<file path="src/rtl/a23_cache_pkg.sv">
// Shared types and constants for the A23 cache flush sequencer and cacheable decode.
package a23_cache_pkg;

  typedef enum logic {
    IDLE  = 1'b0,
    SWEEP = 1'b1
  } flush_state_t;

  // Each cacheable_area bit covers one 2 MB region of the low 64 MB.
  localparam int REGION_LSB          = 21;
  localparam int REGION_MSB          = 25;
  localparam int CACHEABLE_LIMIT_MSB = 26;

  localparam int LINES_DEFAULT = 256;

endpackage

</file>
<file path="src/rtl/a23_cacheable_decode.sv">
// Combinational region lookup: address + CP15 mask + enable -> cacheable hit.
module a23_cacheable_decode
  import a23_cache_pkg::*;
(
  input  logic        enable_i,
  input  logic [31:0] area_i,
  input  logic [31:0] address_i,
  output logic        hit_o
);

  logic [REGION_MSB-REGION_LSB:0] region;
  logic                           in_low_space;

  assign region       = address_i[REGION_MSB:REGION_LSB];
  assign in_low_space = (address_i[31:CACHEABLE_LIMIT_MSB] == '0);
  assign hit_o        = enable_i & in_low_space & area_i[region];

endmodule

</file>
<file path="src/rtl/a23_cache_flush_ctrl.sv">
// Tag RAM invalidation sweep on CP15 flush, core stall while sweeping, cacheable qualifier.
// Build option: A23_CACHE_FLUSH_ON_RESET_EN makes reset start a full sweep.
module a23_cache_flush_ctrl
  import a23_cache_pkg::*;
#(
  parameter  int LINES = LINES_DEFAULT,
  localparam int IDX_W = $clog2(LINES)
) (
  input  logic             i_clk,
  input  logic             i_rst,
  input  logic             i_cache_flush,
  input  logic             i_cache_enable,
  input  logic [31:0]      i_cacheable_area,
  input  logic [31:0]      i_address,
  input  logic             i_tag_ready,
  output logic             o_tag_wenable,
  output logic [IDX_W-1:0] o_tag_waddr,
  output logic             o_stall,
  output logic             o_flush_done,
  output logic             o_cacheable,
  output flush_state_t     o_dbg_state
);

  localparam logic [IDX_W-1:0] LAST_IDX = IDX_W'(LINES - 1);

  flush_state_t     state_q, state_d;
  logic [IDX_W-1:0] idx_q, idx_d;
  logic             done_q, done_d;
  logic             region_hit;

  always_ff @(posedge i_clk) begin
    if (i_rst) begin
`ifdef A23_CACHE_FLUSH_ON_RESET_EN
      state_q <= SWEEP;
`else
      state_q <= IDLE;
`endif
      idx_q  <= '0;
      done_q <= 1'b0;
    end else begin
      state_q <= state_d;
      idx_q   <= idx_d;
      done_q  <= done_d;
    end
  end

  // A flush request always wins: it restarts from index 0 even on the final write.
  always_comb begin
    state_d = state_q;
    idx_d   = idx_q;
    done_d  = 1'b0;
    unique case (state_q)
      IDLE: begin
        if (i_cache_flush) begin
          state_d = SWEEP;
          idx_d   = '0;
        end
      end
      SWEEP: begin
        if (i_cache_flush) begin
          idx_d = '0;
        end else if (i_tag_ready) begin
          if (idx_q == LAST_IDX) begin
            state_d = IDLE;
            idx_d   = '0;
            done_d  = 1'b1;
          end else begin
            idx_d = idx_q + 1'b1;
          end
        end
      end
      default: begin
        state_d = IDLE;
        idx_d   = '0;
      end
    endcase
  end

  a23_cacheable_decode u_decode (
    .enable_i  (i_cache_enable),
    .area_i    (i_cacheable_area),
    .address_i (i_address),
    .hit_o     (region_hit)
  );

  assign o_tag_wenable = (state_q == SWEEP);
  assign o_tag_waddr   = idx_q;
  assign o_stall       = (state_q == SWEEP);
  assign o_flush_done  = done_q;
  assign o_cacheable   = region_hit & (state_q == IDLE);
  assign o_dbg_state   = state_q;

endmodule

</file>
<file path="config.mk">
export PLATFORM = sky130hd
export DESIGN_NAME = a23_cache_flush_ctrl
export DESIGN_NICKNAME = d
export VERILOG_FILES = /design/src/rtl/a23_cache_pkg.sv /design/src/rtl/a23_cacheable_decode.sv /design/src/rtl/a23_cache_flush_ctrl.sv
export SDC_FILE = /design/constraint.sdc
export NUM_CORES = 1
export LEC_CHECK = 0
export CAP_MARGIN = 5
export CORE_MARGIN = 2
export CORE_UTILIZATION = 32
export CTS_BUF_LIST = sky130_fd_sc_hd__clkbuf_8
export DETAILED_ROUTE_END_ITERATION = 8
export MAX_ROUTING_LAYER = met4
export PLACE_DENSITY = 0.88
export RECOVER_POWER = 50
export SETUP_SLACK_MARGIN = 0.2
export SLEW_MARGIN = 10
export SYNTH_ARGS = -nofsm -noshare
export SYNTH_HDL_FRONTEND = slang
export SYNTH_SLANG_ARGS = --single-unit
</file>
<file path="constraint.sdc">
create_clock -name i_clk -period 3.44 [get_ports i_clk]
set_input_delay 0.688 -clock i_clk [delete_from_list [all_inputs] [get_ports i_clk]]
set_output_delay 0.688 -clock i_clk [all_outputs]
set_load 0.05 [all_outputs]
</file>
==> reports/results.env, run 1 <==
OUTCOME='completed'
FINALWEIGHTEDCONGESTION=0.810
ANT_NETS=0
FINAL_LAYOUT_SIZE_SUFFIX_GT1_FRAC=0.0863
HOLD_SLACK_PS=552
CORE_AREA_MM2=0.00228
CTS_POST_SETUP_BUFFERS_INSERTED=0
MIN_PATH_CELLS=2
GRT_MAX_DEGREE=11
FINAL_CYCLE_SHARE=0.900
R2R_CELL_COUNT=4
POWER.IR.VDD_WORST_mV=0.293
ROUTED_VIA_DENSITY=5.32
WORST-ENDPOINT-ARRIVAL_PS=2410
POWER.DENSITY_CELL_AREA_mW_PER_MM2=244
FINAL_PERIOD_MINUS_WORST_SETUP_SLACK_PS=3100
YOSYSTOPAREACELL='sky130_fd_sc_hd__dfxtp_1'
START_UTIL=0.346
CRIT_TYPE='input port to primary output'
ENDPOINT_KIND='primary output'
GRT_SETUP_UNREPAIRED='no'
CRIT_PATH_FREQUENT_CELL='sky130_fd_sc_hd__buf_4'
WIRE_PER_INST_UM=15.2
RELSLEWSLACK=0.647
AREA_DELTA_SYNTH_FINAL_PCT=82.5
DIEAREA_MM2=0.00287
CLOCK_PATH_BUFFERS=2
MAPPEDNETLISTNETS=149
CLK_PIN_SLEW_PS=40
START_KIND='input port'
FIRST_GLOBAL_VIAS=937
SYNTH_SEQUENTIAL_AREA_RATIO=0.254
SYNTH_EDF_COUNT=0
CTS.SINKS=10
SYNTH_AREA_UM2=787
FIN_SKEW_PS=1.55
CRITICAL_PATH_PEAK_FANOUT=6
SYNTH_CELLS=79
SETUP-VIOLATIONS-FINAL=0
CTS.HTREE.LEVELS=1
SYNTH_SEQ_CELLS=10
PORT-BUFFER-COUNT=60
POST_SYNTH_MAIN_AREA_CONTRIBUTORS='sky130_fd_sc_hd__dfxtp_1, sky130_fd_sc_hd__mux4_1, sky130_fd_sc_hd__mux2i_1, sky130_fd_sc_hd__xnor2_1, sky130_fd_sc_hd__mux4_2'
CLK_ROOT_BUFFER_CELL='sky130_fd_sc_hd__clkbuf_8'
DIODES=0
YOSYS.CELL_TYPES.COUNT=31
MAX_FREQ_GHz=0.323
SYNTH.TOP_CELL.AREA_SHARE=0.254
WARNINGS_SYNTHESIS=0
CTSHOLDBUFFERS=0
CTS_BUFS_INSERTED=3
GRT_USE_TOTAL=0.201
WORST_SKEW_PAIR.LATE_LATENCY_PS=230
MAIN_FLOP_TYPE_AFTER_SYNTHESIS='sky130_fd_sc_hd__dfxtp_1'
GLOBALROUTE.TOTALOVERFLOW=0
PLACE.DETAILED.HPWL_MM=2.18
FIRST_PASS_GRT_WIRE_LENGTH_MM=4.02
FINISH.NET_COUNT=211
FINALMAXSLEWVIOLATIONS=0
SYNTHMOSTINSTANTIATEDCELL='sky130_fd_sc_hd__dfxtp_1'
ROUTE.DETAILED.DRC=0
CAP_VIOL_MAX_COUNT=0
INITIALDRTVIOLATIONCOUNT=21
CLOCK_TREE_FROM_TRITONCTS='built'
SYN_AVG_CELL_AREA_UM2=9.96
TIMING.HOLD.WORST.CLASS='register to register'
DIE_H_UM=53.6
VIA_COUNT=889
TIMING_HOLD_VIOLATIONS_FINAL=0
POSTSYNTH.ASYNCRESETSHARE=0
DIE_W_UM=53.6
DR.PASS1.ITERS=4
SETUP_TNS_PS=0
FP-ROW-COUNT=17
ROUTED_WIRELENGTH_MM=2.54
CRITICAL-PATH-SLOWEST-CELL='sky130_fd_sc_hd__mux4_1'
MAX_STAGE_DELAY_PS=560
IO-PIN-COUNT=82
LEAKAGE_nW=0.539
TIMING.CRITICAL_PATH.CELLS='dlygate4sd2_1 > buf_4 > mux4_1 > mux2i_1 > or2_0 > a2111oi_2 > buf_4'
MEASURED_SLEW_AT_THE_WORST_SLEW_CHECK_PIN_PS=529
SYNTH.TOP_CELLS.BY_COUNT='sky130_fd_sc_hd__dfxtp_1, sky130_fd_sc_hd__nor2_1, sky130_fd_sc_hd__mux2i_1, sky130_fd_sc_hd__xnor2_1'
ANTENNA_FOUND_INITIAL=0
WORST_EP_REQUIRED_TIME_PS=2750
## worst paths after layout
kind,start,endpoint,slack [ps]
max,i_address[22],o_cacheable,340
max reg2reg,o_dbg_state,o_tag_waddr[6],1960
min reg2reg,o_dbg_state,o_flush_done,550
min,o_dbg_state,o_flush_done,550
## per-stage QoR
stage	power [mW]	std cells	cell area, µm²	utilization	setup slack, ps
3_5_place_dp	0.239	164	1400	0.613	79.1
6_report	0.351	167	1440	0.631	343
4_1_cts	0.353	167	1430	0.630	227
3_3_place_gp	0.235	164	1400	0.613	121
2_1_floorplan	0.174	79	792	-	290
5_1_grt	0.369	167	1440	0.631	250
## worst max-delay path: cells and delay by family
family	cells	cell delay, ps
buffers and inverters	3	780
AND/OR/NAND/NOR	1	150
AO/OA/AOI/OAI	1	70
multiplexers	2	710
## logic make-up after synthesis
family | count (synthesis) | synth area share
adders and majority gates | 1 | 0.0159
and+or+nand+nor | 32 | 0.211
buffers and inverters | 7 | 0.0668
xor gates and xnor gates | 7 | 0.0779
AOI/OAI and AO/OA | 9 | 0.0922
DFF | 10 | 0.254
muxes | 13 | 0.281
## flip-flops by register name, indices dropped and copies added, names as in the netlist
register,count
o_dbg_state,1
o_flush_done,1
o_tag_waddr,8
## metal layers
metal / part of all wire / wire length [µm] / GRT usage / up-vias
met5: 0 / 0 / - / -
met4: 0.025 / 63 / 0.0385 / 0
met3: 0.062 / 157 / 0.0528 / 11
met2: 0.58 / 1460 / 0.416 / 44
met1: 0.34 / 857 / 0.180 / 411
li1: - / - / - / 423
## report_power, final
group	internal (mW)	switching, mW
clock network	0.0760	0.0394
registers	0.118	0.00297
logic	0.0733	0.0411
total	0.267	0.0835
## final cells by class
type	instances	area (µm²)
inverter	2	7.51
multi-input combinational	62	539
sequential	10	200
fill	191	840
tap	28	35.0
clock buffer	3	41.3
timing repair buffer	62	613
## cells in the final DEF (no fill, tap or decap), types with 3 or more instances in the layout
cell type	Yosys	layout
sky130_fd_sc_hd__clkdlybuf4s50_1	0	53
sky130_fd_sc_hd__dfxtp_1	10	10
sky130_fd_sc_hd__nor2_1	9	9
sky130_fd_sc_hd__mux2i_1	6	6
sky130_fd_sc_hd__xnor2_1	6	6
sky130_fd_sc_hd__nand2_1	5	5
sky130_fd_sc_hd__nor3_1	5	5
sky130_fd_sc_hd__mux4_1	4	4
sky130_fd_sc_hd__clkbuf_8	0	3
sky130_fd_sc_hd__dlygate4sd3_1	0	3
sky130_fd_sc_hd__buf_4	3	3
## repair_timing
item	in CTS	in global routing
resized for setup	2	1
setup endpoints to repair	1	1
gates cloned	0	0
(Power assumes the default switching activity.)
==> run 2: changes to the inputs <==
--- a/config.mk
+++ b/config.mk
@@ -8,9 +8,9 @@
 export CAP_MARGIN = 5
 export CORE_MARGIN = 2
-export CORE_UTILIZATION = 32
+export CORE_UTILIZATION = 26
 export CTS_BUF_LIST = sky130_fd_sc_hd__clkbuf_8
 export DETAILED_ROUTE_END_ITERATION = 8
 export MAX_ROUTING_LAYER = met4
-export PLACE_DENSITY = 0.88
+export PLACE_DENSITY = 0.76
 export RECOVER_POWER = 50
 export SETUP_SLACK_MARGIN = 0.2
==> constraint.sdc (replaced) <==
create_clock -name i_clk -period 2.7 [get_ports i_clk]
set_input_delay 0.54 -clock i_clk [delete_from_list [all_inputs] [get_ports i_clk]]
set_output_delay 0.54 -clock i_clk [all_outputs]
set_load 0.01 [all_outputs]
==> run 2 against run 1 <==
Against the previous run:
- the flow now finishes with violations (DRC)
- clock skew down 0.93 ps
- critical path depth fell by 2
- sequential cell count is the same
- setup slack got worse by 63 ps
- sequential power up 27%
- routed wire length down 10%
- cell count rose by 5.4%
- power rose by 37%
- first-iteration DRC count is 29% lower
- utilization shrank 9.7 points
- largest power group is now the clock network
- highest routed layer unchanged
==> reports/results.env, run 2 (same netlist as run 1, synthesis figures left out) <==
CRIT_TYPE='input port to primary output'
WORST-ENDPOINT-ARRIVAL_PS=1880  # -530 ps
FINISH.NET_COUNT=216  # +2.4%
DIEAREA_MM2=0.00348  # +21%
LAYOUT.CELLS.NON_FILLER=176  # +5.4%
MOSTFREQUENTLAYOUTCELL='sky130_fd_sc_hd__dlygate4sd2_1'
TIMING.CRITICAL_PATH.CELLS='dlygate4sd2_1 > mux4_2 > a2111oi_4 > a2111oi_2 > buf_2'
PORT-BUFFER-COUNT=60  # unchanged
R2R_CELL_COUNT=4  # unchanged
GRT_SETUP_UNREPAIRED='no'
GRT_USE_TOTAL=0.142  # -0.0595
TIMING.HOLD.WORST.CLASS='register to register'
CRITICAL-PATH-SLOWEST-CELL='sky130_fd_sc_hd__mux4_2'
CTS_BUFS_INSERTED=3  # unchanged
LARGEST_REGISTER_FF_COUNT=8  # unchanged
FIN_SKEW_PS=0.616  # -0.935 ps
VIA_COUNT=881  # -0.90%
WORST_EP_REQUIRED_TIME_PS=2160  # -590 ps
ROUTED_WIRELENGTH_MM=2.28  # -10%
INITIALDRTVIOLATIONCOUNT=15  # -29%
POWER_FRAC_COMB=0.284  # -0.042
IO-PIN-COUNT=82  # unchanged
FINAL_PERIOD_MINUS_WORST_SETUP_SLACK_PS=2420
CLOCK_PATH_BUFFERS=2  # unchanged
CLOCK_TREE_FROM_TRITONCTS='built'
FINAL_LAYOUT_SIZE_SUFFIX_GT1_FRAC=0.200  # +0.114
CTSHOLDBUFFERS=0  # unchanged
FINALWEIGHTEDCONGESTION=0.835  # +3.0%
LAYOUT.CELLS.MOST_COMMON_LIST='sky130_fd_sc_hd__dlygate4sd2_1, sky130_fd_sc_hd__clkdlybuf4s50_1, sky130_fd_sc_hd__dfxtp_1'
SWITCHING_POWER_uW=109  # +30%
TIMING_HOLD_VIOLATIONS_FINAL=0  # unchanged
WORSTHOLDSTART='o_dbg_state'
RELSLEWSLACK=0.638  # -0.00898
REG2REG_SETUP_SLACK_PS=1270  # -690 ps
WORST_SKEW_PAIR.LATE_LATENCY_PS=240  # about the same
GRT_MAX_DEGREE=10  # -1
FINAL_CYCLE_SHARE=0.896
ANT_NETS=0  # unchanged
INTERNAL-POWER_uW=370  # +38%
MAX_STAGE_DELAY_PS=500  # -60 ps
LEAKAGE_nW=0.648  # +20%
WORSTHOLDENDPOINT='o_flush_done'
CAP_VIOL_MAX_COUNT=0  # unchanged
DR.PASS1.ITERS=6  # +2
ROUTE.DETAILED.DRC=1  # +1
FP-ROW-COUNT=19  # +2
START_KIND='input port'
REPORT.POWER.TOTAL_uW=479  # +37%
CORE_AREA_MM2=0.00281  # +23%
FINALMAXSLEWVIOLATIONS=0  # unchanged
CTS.SINKS=10  # unchanged
SWITCHING_SHARE=0.227  # -0.0105
SETUP-VIOLATIONS-FINAL=0  # unchanged
POWER.CLOCK.FRACTION=0.396  # +0.067
DIODES=0  # unchanged
FIRST_PASS_GRT_WIRE_LENGTH_MM=3.74  # -7.0%
POWER.DENSITY_CELL_AREA_mW_PER_MM2=320  # +31%
AREA_DELTA_SYNTH_FINAL_PCT=90.3
CLK_PIN_SLEW_PS=50  # about the same
CRITICAL_PATH_PEAK_FANOUT=1  # -5
ANTENNA_FOUND_INITIAL=0  # unchanged
FIRST_GLOBAL_VIAS=927  # -1.1%
MEASURED_SLEW_AT_THE_WORST_SLEW_CHECK_PIN_PS=542  # +13.5 ps
POWER.IR.VDD_WORST_mV=0.125  # -57%
GLOBALROUTE.TOTALOVERFLOW=0  # unchanged
RR_ENDPOINT='o_tag_waddr[6]'
WIRE_PER_INST_UM=12.9  # -15%
START_UTIL=0.281  # -0.0652
ENDPOINT_KIND='primary output'
ROUTED_VIA_DENSITY=5.01  # -6.0%
MAX_FREQ_GHz=0.413
CRITICAL_PATH.REG2REG.STARTPOINT='o_dbg_state'
VIOLATED_CHECKS='DRC'
CTS.HTREE.LEVELS=1  # unchanged
OUTCOME='finished with violations'
MIN_PATH_CELLS=2  # unchanged
PLACE.DETAILED.INSTANCES=170  # +3.7%
SEQ_POWER_SHARE=0.320  # -0.025
DIE_W_UM=59.0  # +10%
SETUP_TNS_PS=0  # unchanged
PLACE.DETAILED.HPWL_MM=1.92  # -12%
DIE_H_UM=59.0  # +10%
CLK_ROOT_BUFFER_CELL='sky130_fd_sc_hd__clkbuf_8'
## run 2: cell types whose count changed in the layout (fill, tap and decap cells not counted), sizes merged
cell           before  now
dlygate4sd3         3    8
dlygate4sd2         2   24
buf                 3    9
clkbuf              3    6
clkdlybuf4s50      53   20
dlymetal6s2s        1    4
## run 2: layout make-up
class,instances,area (µm²)
fill,290,1310
timing repair buffer,67,633
multi-input combinational,62,563
sequential,10,200
clock buffer,4,55.1
tap,31,38.8
inverter,2,7.51
## run 2: per-stage QoR
step                      setup slack [ps]  area, µm²   util  hold slack (ps)
after global placement                -608       1420  0.506              530
after floorplan                        393        787      -              537
after global routing                   176       1500  0.534              580
after CTS                              216       1450  0.517              549
after detailed placement              -607       1420  0.506              542
final                                  280       1500  0.534              547
## run 2: power by group through the flow
stage	clock network [mW]	registers, mW	logic, mW
2_1_floorplan	0	0.157	0.0512
3_3_place_gp	0	0.156	0.132
3_5_place_dp	0	0.157	0.135
4_1_cts	0.192	0.154	0.132
5_1_grt	0.201	0.154	0.147
6_report	0.189	0.154	0.136
## run 2: how the worst max path moves through the flow
| stage | from | to | slack, ps |
|---|---|---|---|
| finish | i_cacheable_area[7] | o_cacheable | 280 |
| detailed placement | i_address[22] | o_cacheable | -610 |
| global route | i_address[22] | o_cacheable | 180 |
| CTS | i_address[23] | o_cacheable | 220 |
| floorplan | i_address[22] | o_cacheable | 390 |
| global placement | i_address[22] | o_cacheable | -610 |
## run 2: metal layers
layer	global-route usage	part of all wire	up-vias
li1	-	-	427
met1	0.141	0.38	407
met2	0.267	0.53	44
met3	0.0306	0.082	3
met4	0.0552	0.011	0
met5	-	0	-
## run 2: worst max-delay path, delay by kind of cell
family | cells | cell delay (ps)
AO/OA/AOI/OAI | 2 | 460
buffers and inverters | 2 | 380
multiplexers | 1 | 500
## run 2: what timing repair did
action | 4_1_cts | 5_1_grt
hold endpoints to repair | 0 | 0
buffers inserted | 0 | 2
resized for setup | 49 | 16
endpoints found under the setup margin | 1 | 1
pin swaps | 5 | 3
